--- config.mk ---
export PLATFORM = sky130hd
export DESIGN_NAME = alu_exec_mc
export DESIGN_NICKNAME = d
export VERILOG_FILES = /design/src/rtl/alu_pkg.sv /design/src/rtl/alu_mul_iter.sv /design/src/rtl/alu_exec_mc.sv
export SDC_FILE = /design/constraint.sdc
export NUM_CORES = 1
export LEC_CHECK = 0
export ABC_AREA = 0
export CAP_MARGIN = 25
export CORE_MARGIN = 2
export CORE_UTILIZATION = 40
export CTS_BUF_LIST = sky130_fd_sc_hd__clkbuf_4 sky130_fd_sc_hd__clkbuf_8
export DETAILED_ROUTE_END_ITERATION = 12
export PLACE_DENSITY_LB_ADDON = 0.1
export SLEW_MARGIN = 10
export SYNTH_ARGS = -nofsm -noshare
export SYNTH_HDL_FRONTEND = slang
export SYNTH_SLANG_ARGS = --single-unit
--- constraint.sdc ---
create_clock -name clk -period 4.5 [get_ports clk]
set_input_delay 0.9 -clock clk [delete_from_list [all_inputs] [get_ports clk]]
set_output_delay 0.9 -clock clk [all_outputs]
set_load 0.01 [all_outputs]
--- src/rtl/alu_pkg.sv ---
// Shared ALU control codes and EX-stage FSM encoding.
// Used by alu_exec_mc and alu_mul_iter.
package alu_pkg;

  localparam int CTRL_W = 6;

  localparam logic [CTRL_W-1:0] ALU_AND   = 6'h00;
  localparam logic [CTRL_W-1:0] ALU_OR    = 6'h01;
  localparam logic [CTRL_W-1:0] ALU_ADD   = 6'h02;
  localparam logic [CTRL_W-1:0] ALU_ADDU  = 6'h03;
  localparam logic [CTRL_W-1:0] ALU_XOR   = 6'h04;
  localparam logic [CTRL_W-1:0] ALU_SUB   = 6'h06;
  localparam logic [CTRL_W-1:0] ALU_SLT   = 6'h07;
  localparam logic [CTRL_W-1:0] ALU_SLTU  = 6'h08;
  localparam logic [CTRL_W-1:0] ALU_LUI   = 6'h09;
  localparam logic [CTRL_W-1:0] ALU_SLL1  = 6'h0A;
  localparam logic [CTRL_W-1:0] ALU_SLL2  = 6'h0B;
  localparam logic [CTRL_W-1:0] ALU_SLL8  = 6'h0C;
  localparam logic [CTRL_W-1:0] ALU_SRL1  = 6'h0D;
  localparam logic [CTRL_W-1:0] ALU_SRL2  = 6'h0E;
  localparam logic [CTRL_W-1:0] ALU_SRL8  = 6'h0F;
  localparam logic [CTRL_W-1:0] ALU_SRA1  = 6'h10;
  localparam logic [CTRL_W-1:0] ALU_SRA2  = 6'h11;
  localparam logic [CTRL_W-1:0] ALU_SRA8  = 6'h12;
  localparam logic [CTRL_W-1:0] ALU_MULTU = 6'h13;
  localparam logic [CTRL_W-1:0] ALU_REF   = 6'h14;

  typedef enum logic {
    ST_IDLE,
    ST_MUL
  } state_t;

endpackage

--- src/rtl/alu_mul_iter.sv ---
// Iterative unsigned shift-add multiplier, one multiplier bit per cycle.
// done is high for the cycle after the last iteration.
module alu_mul_iter
  import alu_pkg::*;
#(
  parameter int WIDTH = 32
) (
  input  logic               clk,
  input  logic               rst_n,
  input  logic               start,
  input  logic               abort,
  input  logic [WIDTH-1:0]   a,
  input  logic [WIDTH-1:0]   b,
  output logic               done,
  output logic [2*WIDTH-1:0] product
);

  localparam int CW = $clog2(WIDTH + 1);

  logic [2*WIDTH-1:0] mcand;
  logic [WIDTH-1:0]   mplier;
  logic [CW-1:0]      cnt;
  logic               run;

  assign done = run && (cnt == CW'(WIDTH));

  // mcand carries multiplicand<<cnt, mplier[0] is bit cnt of b
  always_ff @(posedge clk or negedge rst_n) begin
    if (!rst_n) begin
      mcand   <= '0;
      mplier  <= '0;
      product <= '0;
      cnt     <= '0;
      run     <= 1'b0;
    end else if (abort) begin
      run <= 1'b0;
    end else if (start) begin
      mcand   <= {{WIDTH{1'b0}}, a};
      mplier  <= b;
      product <= '0;
      cnt     <= '0;
      run     <= 1'b1;
    end else if (run) begin
      if (done) begin
        run <= 1'b0;
      end else begin
        if (mplier[0]) product <= product + mcand;
        mcand  <= mcand << 1;
        mplier <= mplier >> 1;
        cnt    <= cnt + 1'b1;
      end
    end
  end

endmodule

--- src/rtl/alu_exec_mc.sv ---
// EX-stage execution unit: registered single-cycle ALU plus iterative MULTU.
// Optional signed-overflow output enabled by ALU_EXEC_OVF_EN.
module alu_exec_mc
  import alu_pkg::*;
#(
  parameter int WIDTH = 32
) (
  input  logic              clk,
  input  logic              rst_n,
  input  logic              in_valid,
  output logic              in_ready,
  input  logic [CTRL_W-1:0] alu_ctrl,
  input  logic [WIDTH-1:0]  op_a,
  input  logic [WIDTH-1:0]  op_b,
  input  logic              flush,
  output logic              result_valid,
  output logic [WIDTH-1:0]  result,
  output logic              zero,
  output logic [WIDTH-1:0]  hi,
  output logic [WIDTH-1:0]  lo,
`ifdef ALU_EXEC_OVF_EN
  output logic              ovf,
`endif
  output logic              busy
);

  state_t state_q, state_d;

  logic               accept;
  logic               is_mul;
  logic               mul_done;
  logic [2*WIDTH-1:0] product;
  logic [WIDTH-1:0]   sum;
  logic [WIDTH-1:0]   diff;
  logic [WIDTH-1:0]   alu_res;

  assign in_ready = (state_q == ST_IDLE);
  assign busy     = (state_q == ST_MUL);
  assign is_mul   = (alu_ctrl == ALU_MULTU);
  assign accept   = in_valid && in_ready && !flush;
  assign sum      = op_a + op_b;
  assign diff     = op_a - op_b;

  alu_mul_iter #(.WIDTH(WIDTH)) u_mul (
    .clk     (clk),
    .rst_n   (rst_n),
    .start   (accept && is_mul),
    .abort   (flush),
    .a       (op_a),
    .b       (op_b),
    .done    (mul_done),
    .product (product)
  );

  always_ff @(posedge clk or negedge rst_n) begin
    if (!rst_n) state_q <= ST_IDLE;
    else        state_q <= state_d;
  end

  always_comb begin
    state_d = state_q;
    if (flush) begin
      state_d = ST_IDLE;
    end else begin
      unique case (state_q)
        ST_IDLE: if (accept && is_mul) state_d = ST_MUL;
        ST_MUL:  if (mul_done) state_d = ST_IDLE;
        default: state_d = ST_IDLE;
      endcase
    end
  end

  always_comb begin
    alu_res = '0;
    unique case (1'b1)
      (alu_ctrl == ALU_AND):  alu_res = op_a & op_b;
      (alu_ctrl == ALU_OR):   alu_res = op_a | op_b;
      (alu_ctrl == ALU_XOR):  alu_res = op_a ^ op_b;
      (alu_ctrl == ALU_ADD),
      (alu_ctrl == ALU_ADDU): alu_res = sum;
      (alu_ctrl == ALU_SUB):  alu_res = diff;
      (alu_ctrl == ALU_SLT):
        alu_res = {{(WIDTH-1){1'b0}}, $signed(op_a) < $signed(op_b)};
      (alu_ctrl == ALU_SLTU):
        alu_res = {{(WIDTH-1){1'b0}}, op_a < op_b};
      (alu_ctrl == ALU_LUI):  alu_res = op_b << 16;
      (alu_ctrl == ALU_SLL1): alu_res = op_b << 1;
      (alu_ctrl == ALU_SLL2): alu_res = op_b << 2;
      (alu_ctrl == ALU_SLL8): alu_res = op_b << 8;
      (alu_ctrl == ALU_SRL1): alu_res = op_b >> 1;
      (alu_ctrl == ALU_SRL2): alu_res = op_b >> 2;
      (alu_ctrl == ALU_SRL8): alu_res = op_b >> 8;
      (alu_ctrl == ALU_SRA1): alu_res = $signed(op_b) >>> 1;
      (alu_ctrl == ALU_SRA2): alu_res = $signed(op_b) >>> 2;
      (alu_ctrl == ALU_SRA8): alu_res = $signed(op_b) >>> 8;
      (alu_ctrl >= ALU_REF):  alu_res = '0;
      default:                alu_res = '0;
    endcase
  end

`ifdef ALU_EXEC_OVF_EN
  logic ovf_c;
  always_comb begin
    ovf_c = 1'b0;
    if (alu_ctrl == ALU_ADD)
      ovf_c = (op_a[WIDTH-1] == op_b[WIDTH-1]) &&
              (sum[WIDTH-1] != op_a[WIDTH-1]);
    else if (alu_ctrl == ALU_SUB)
      ovf_c = (op_a[WIDTH-1] != op_b[WIDTH-1]) &&
              (diff[WIDTH-1] != op_a[WIDTH-1]);
  end

  always_ff @(posedge clk or negedge rst_n) begin
    if (!rst_n)                          ovf <= 1'b0;
    else if (accept && !is_mul)          ovf <= ovf_c;
    else                                 ovf <= 1'b0;
  end
`endif

  // flush squashes both a fresh accept and a completing multiply
  always_ff @(posedge clk or negedge rst_n) begin
    if (!rst_n) begin
      result_valid <= 1'b0;
      result       <= '0;
      zero         <= 1'b0;
      hi           <= '0;
      lo           <= '0;
    end else begin
      result_valid <= 1'b0;
      if (flush) begin
        result_valid <= 1'b0;
      end else if (accept && !is_mul) begin
        result       <= alu_res;
        zero         <= (alu_res == '0);
        result_valid <= 1'b1;
      end else if (busy && mul_done) begin
        hi           <= product[2*WIDTH-1:WIDTH];
        lo           <= product[WIDTH-1:0];
        result       <= product[WIDTH-1:0];
        zero         <= (product[WIDTH-1:0] == '0);
        result_valid <= 1'b1;
      end
    end
  end

endmodule

==> flow_summary.toml, run 1 <==
[sta]
tightest_slew_ps = 837
finalClockSkew_ps = 55.7
max_freq_mhz = 224
finalCriticalPeriod_ps = 4460
finalHoldViolCount = 0
hold_slack_ps = 237
fin_crit_sh_pct = 99.1
finalSetupTns_ps = 0
max-slew-margin-rel_pct = 44.2
slew_viol_final = 0
rsz0062_at_grt = "true"
setup_violations = 0

[floorplan]
die_w_um = 230
dieArea_um2 = 53100
row_count = 82
initial_utilization_pct = 40.7
core_area_um2 = 50400
fp.dieH_um = 230
top_level_ports = 174

[clocking]
cts_sinks = 266
htree_num_levels = 2
clk_pin_slew_ps = 60
tritoncts = "yes"
cts_max_path_buffers = 3
cts_root_buf = "clkbuf_8"
postCtsHoldBufs = 0
cts_made_buffers = 49
clk_latency_ps = 670

[setup_path]
arrival_ps = 5040
crit_chain = "dlygate4sd2_1, inv_1, ha_1, fa_1, o21bai_1, a21oi_4, o21ai_1, buf_4, nand3_1, nand3_1, o21ai_0, buf_4, o41ai_1, buf_4, nor3_1, nor4_1, buf_4, nand4_1, o32ai_2"
crit_buf_inv = 6
start_kind = "input pin"
crit_family = "compound AO/OA/AOI/OAI gates"
cpPeakStageDelay_ps = 480
cp_common_cell = "buf_4"
critPathMaxFanout = 5
r2r_end = "u_mul.product[60]"
required_ps = 5080
r2r_slack_ps = 320
cp-end-kind = "register"
cp_slowest_cell = "o41ai_1"
r2r_start = "u_mul.product[15]"
r2r.worst_path.cells = 13
path_class = "in -> reg"

[power_and_ir_drop]
p_sw_share_pct = 30.4
combinationalPowerShare_pct = 23.2
power_density_nw_per_um2 = 264
power.internal_mw = 4.92
p_leak_nw = 13.1
p_seq_share_pct = 36.6
clock_power_share_pct = 40.2
power_mw = 7.07
netSwitchingPower_mw = 2.15
vdd_drop_max_v = 0.000161

[yosys]
synth_top_area_share_pct = 32.5
ys_types = 79
synth_area_um2 = 20500
synth_cells = 2573
ys_warn_count = 0
ys_async_sr_fraction_pct = 100
yosys_most_used_dff = "dfrtp_1"
synth-seq-cells = 266
synth_largest_area_cell = "dfrtp_1"
avgSynthCellArea_um2 = 7.97
synth_area_leaders = "dfrtp_1 32%, ha_1 10%, nand2_1 9.7%"
yosysSeqAreaShare_pct = 32.5
synth_edf_count = 0
syn_nets = 2819

[finish]
final_nets = 3257
drive_gt1_share_pct = 17.3
layout_commonest_cell = "nand2_1"
final_util_pct = 53.3
fin_area_um2 = 26800
area_growth_pct = 30.9
layout_common_cells = "528 x nand2_1, 368 x buf_4, 266 x dfrtp_1, 215 x o21ai_0, 186 x a21oi_1"

[routing]
finalWirelength_um = 86600
drtAntennaViolNets = 0
drcViolationCount = 0
drt-initial-drc-count = 1983
vias = 21800
vias_per_cell = 5.84
dr.pass1.iters = 5
routedWlPerCell_um = 23.3

[global_routing]
grt_pass1_wl_um = 132000
grt_max_degree = 95
grt_use_total_pct = 32.3
grt-ovfl-total = 0
antenna_found_initial = 2
grt_pass1_vias = 21400

[place]
io_buffers = 173
place_area_um2 = 25500
dp.final_hpwl_um = 67700
gp_congestion = 0.985

[worst_hold_path]
hp-class = "in -> async"

[run_status]
status = "finished, final reports clean"

[flow_run]
drv_cap = 0
what timing repair did:
item                       in CTS  in global routing
setup endpoints to repair       5                  6
gates resized for setup        17                 28
pin swaps                       3                 14
buffers inserted                1                  0
power groups by stage:
stage          clock network (mW)  logic [mW]  registers [mW]
2_1_floorplan                   0       0.679            2.61
3_3_place_gp                    0        1.58            2.63
3_5_place_dp                    0        1.59            2.63
4_1_cts                      2.91        1.60            2.58
5_1_grt                      3.01        1.76            2.59
6_report                     2.84        1.64            2.59
Yosys cell counts, types with 16 or more instances:
cell type and n:
a222oi_1 18, nand4_1 33, xor2_1 45, o211ai_1 37
nor2_1 114, a21oi_1 190, ha_1 169, clkbuf_1 143
nand2b_1 21, inv_1 124, nand2_1 528, nand3_1 63
xnor2_1 19, o21bai_1 32, o21ai_0 223, a21o_1 58
and2_1 16, and3_1 20, dfrtp_1 266, nor3_1 31
a31oi_1 22, a221oi_1 24, mux2i_1 80, nor4_1 23
a22oi_1 22
routing by layer:
layer / wire length, um / vias to the layer above / global-route usage [%]
li1: - / 10100 / -
met1: 37400 / 10600 / 43.0
met2: 40300 / 828 / 53.3
met3: 5310 / 203 / 3.87
met4: 3610 / 2 / 13.2
met5: 13 / - / 0
flip-flops by register name (all words and copies together) (netlist names), 6 cells and up:
name           count
u_mul.mcand       64
u_mul.product     64
hi                32
lo                32
result            32
u_mul.mplier      32
u_mul.cnt          6
cells by family (layout without fill, tap and decap cells):
kind of cell	count (synthesis)	after routing	synth area share (%)
and+or+nand+nor	920	920	20.1
AOI/OAI and AO/OA	783	783	24.9
buffers and inverters	288	766	5.32
DFF	266	266	32.5
adders and majority gates	172	172	10.6
muxes	80	80	3.91
xor gates and xnor gates	64	64	2.74
other	0	1	0
cell type report:
class | count | area, um^2
Clock buffer | 69 | 931
Sequential cell | 266 | 6660
Fill cell | 4827 | 23500
Multi-Input combinational cell | 2019 | 13000
Tap cell | 672 | 841
Clock inverter | 22 | 283
Inverter | 124 | 465
Antenna cell | 1 | 2.50
Timing Repair Buffer | 551 | 4690
per-stage QoR:
stage	worst slack, ps	instances
5_1_grt	-44.3	3724
6_report	41.0	3724
3_5_place_dp	-1240	3631
3_3_place_gp	-1130	3630
2_1_floorplan	38.4	2573
4_1_cts	2.33	3723
worst max-delay path by stage:
stage | start | endpoint | slack [ps] | cells past startpoint
after CTS | op_a[1] | zero | 2 | 17
after global placement | op_b[0] | zero | -1130 | 16
after floorplan | op_b[10] | zero | 40 | 13
final | op_a[0] | zero | 40 | 19
after global routing | op_a[1] | zero | -40 | 17
after detailed placement | op_b[0] | zero | -1240 | 16
worst register-to-register path: stages (launching register included):
cell and delay, ps:
dfrtp_1 440, ha_1 390, a21o_1 200, a21o_1 190, a2111oi_0 580, o41ai_1 200
a221o_1 390, a221oi_2 360, nor3_1 80, nor2_1 380, o22ai_1 300, a41oi_1 320
xor2_1 160, o21ai_0 90
Power figures use the tool's default switching activity.
==> run 2: changes to the inputs <==
- ABC_AREA: 0 -> not set
==> results of run 2 <==
Final layout, timing and power as in run 1 (identical DEF).
==> run 3: changes to the inputs <==
- REMOVE_ABC_BUFFERS: not set -> 1
==> flow_summary.toml, run 3 (synthesized netlist as in run 1, its figures left out) <==
[run_status]
status = "finished, final reports clean"

[clocking]
clk_latency_ps = 610
cts_max_path_buffers = 3
postCtsHoldBufs = 0
cts_root_buf = "clkbuf_8"
clk_pin_slew_ps = 60
htree_num_levels = 2
cts_sinks = 266
cts_made_buffers = 46
tritoncts = "yes"

[place]
gp_congestion = 1.03
pre_cts_ws_ps = -1130
place_area_um2 = 25800
dp.final_hpwl_um = 71100
io_buffers = 173

[finish]
area_growth_pct = 32.6
layout_common_cells = "527 x nand2_1, 420 x buf_4, 266 x dfrtp_1, 211 x o21ai_0, 180 x a21oi_1"
drive_gt1_share_pct = 19.3
largestRegisters = "u_mul.mcand x64, u_mul.product x64"
register_area_um2 = 6660
fin_area_um2 = 27200
final_nets = 3307
layout_commonest_cell = "nand2_1"
final.fill_count = 4887
multiInputGateArea_um2 = 13100
antenna_cells = 0

[floorplan]
die_w_um = 230
row_count = 82
dieArea_um2 = 53100
initial_utilization_pct = 40.7
top_level_ports = 174
core_area_um2 = 50400
fp.dieH_um = 230

[sta]
fin_crit_sh_pct = 99.2
slew_viol_final = 0
setup_violations = 0
fin_ws_ps = 38.2
finalClockSkew_ps = 40.1
tightest_slew_ps = 1110
finalCriticalPeriod_ps = 4460
max-slew-margin-rel_pct = 25.8
finalHoldViolCount = 0
finalSetupTns_ps = 0
max_freq_mhz = 224

[setup_path]
crit_chain = "clkdlybuf4s50_1, inv_1, ha_1, inv_1, nor3_1, nand3_1, o2bb2ai_1, buf_4, o21a_1, a21oi_1, a221o_1, a21oi_2, nand4_1, nor4_4, buf_4, nand4_1, o32ai_2"
arrival_ps = 4970
path_class = "in -> reg"
r2r_slack_ps = 440
cpPeakStageDelay_ps = 490
critPathMaxFanout = 4
required_ps = 5010
cp_slowest_cell = "clkdlybuf4s50_1"
r2r_start = "u_mul.product[15]"
r2r.worst_path.cells = 13
cp-end-kind = "register"
start_kind = "input pin"
r2r_end = "u_mul.product[60]"

[power_and_ir_drop]
power_density_nw_per_um2 = 244
p_leak_nw = 13.4
vdd_drop_max_v = 0.000183
power_mw = 6.64

[routing]
drt-initial-drc-count = 2101
routedWlPerCell_um = 24.1
vias = 22100
dr.pass1.iters = 8
drcViolationCount = 0
drtAntennaViolNets = 0
finalWirelength_um = 90700
vias_per_cell = 5.87

[flow_run]
drv_cap = 0

[global_routing]
grt_max_degree = 130
antenna_found_initial = 0
grt_use_total_pct = 33.6
grt-ovfl-total = 0
grt_pass1_wl_um = 136000
grt_pass1_vias = 22000

[worst_hold_path]
hp-class = "in -> async"
==> run 3: changes by cell type in the layout (fill, tap and decap cells not counted), moves of 6 or more <==
| cell | delta |
|---|---|
| a21oi_1 | -6 |
| clkdlybuf4s50_1 | -18 |
| buf_4 | +52 |
| dlymetal6s2s_1 | +19 |
| clkbuf_8 | -9 |
| a21oi_2 | +7 |
| ha_1 | -6 |
| clkinv_2 | -7 |
| clkbuf_4 | +10 |
==> run 3: metal layers <==
metal	share of wire, %	up-vias	GRT usage (%)
met4	3.7	0	11.1
met3	8.0	208	6.47
met2	45	964	54.5
met1	43	10700	45.0
li1	-	10200	-
met5	0	-	0
==> run 3: how the worst max path moves through the flow <==
stage                start  cells after the start                end
5_1_grt            op_b[8]                     18               zero
3_5_place_dp       op_b[0]                     18               zero
2_1_floorplan  alu_ctrl[3]                      5  u_mul.product[49]
6_report          op_b[13]                     17               zero
3_3_place_gp       op_b[0]                     18               zero
4_1_cts            op_a[0]                     17               zero
==> run 3: what timing repair did <==
item / CTS / global route
setup endpoints to repair: 2 / 5
gates resized for setup: 38 / 68
setup buffers: 4 / 4
pin swaps: 12 / 26
==> run 3: cell type report <==
cell class | count | share of cell area (%)
clock inverter | 8 | 0.272
clock buffer | 70 | 3.25
tap | 672 | 3.10
sequential | 266 | 24.5
inverter | 124 | 1.71
multi-input combinational | 2019 | 48.3
timing repair buffer | 604 | 18.8
==> run 3: stage by stage <==
| step | util, % | hold WS [ps] | cells |
|---|---|---|---|
| after floorplan | - | 448 | 2409 |
| after global placement | 51.2 | 458 | 3677 |
| after detailed placement | 51.2 | 461 | 3677 |
| after CTS | 53.4 | 333 | 3759 |
| after global routing | 53.9 | 381 | 3763 |
| final | 53.9 | 330 | 3763 |
==> run 3: report_power, final <==
group	leakage [nW]	switching, mW	internal [mW]
clock network	0.510	1.02	1.30
logic	9.21	0.956	0.777
registers	3.67	0.0881	2.49
==> run 3: worst max-delay path: cells and delay by family <==
| family | cells | cell delay, ps |
|---|---|---|
| simple gates | 5 | 1190 |
| buf+inv | 5 | 1040 |
| compound gates | 6 | 1400 |
| fa+ha+maj | 1 | 420 |
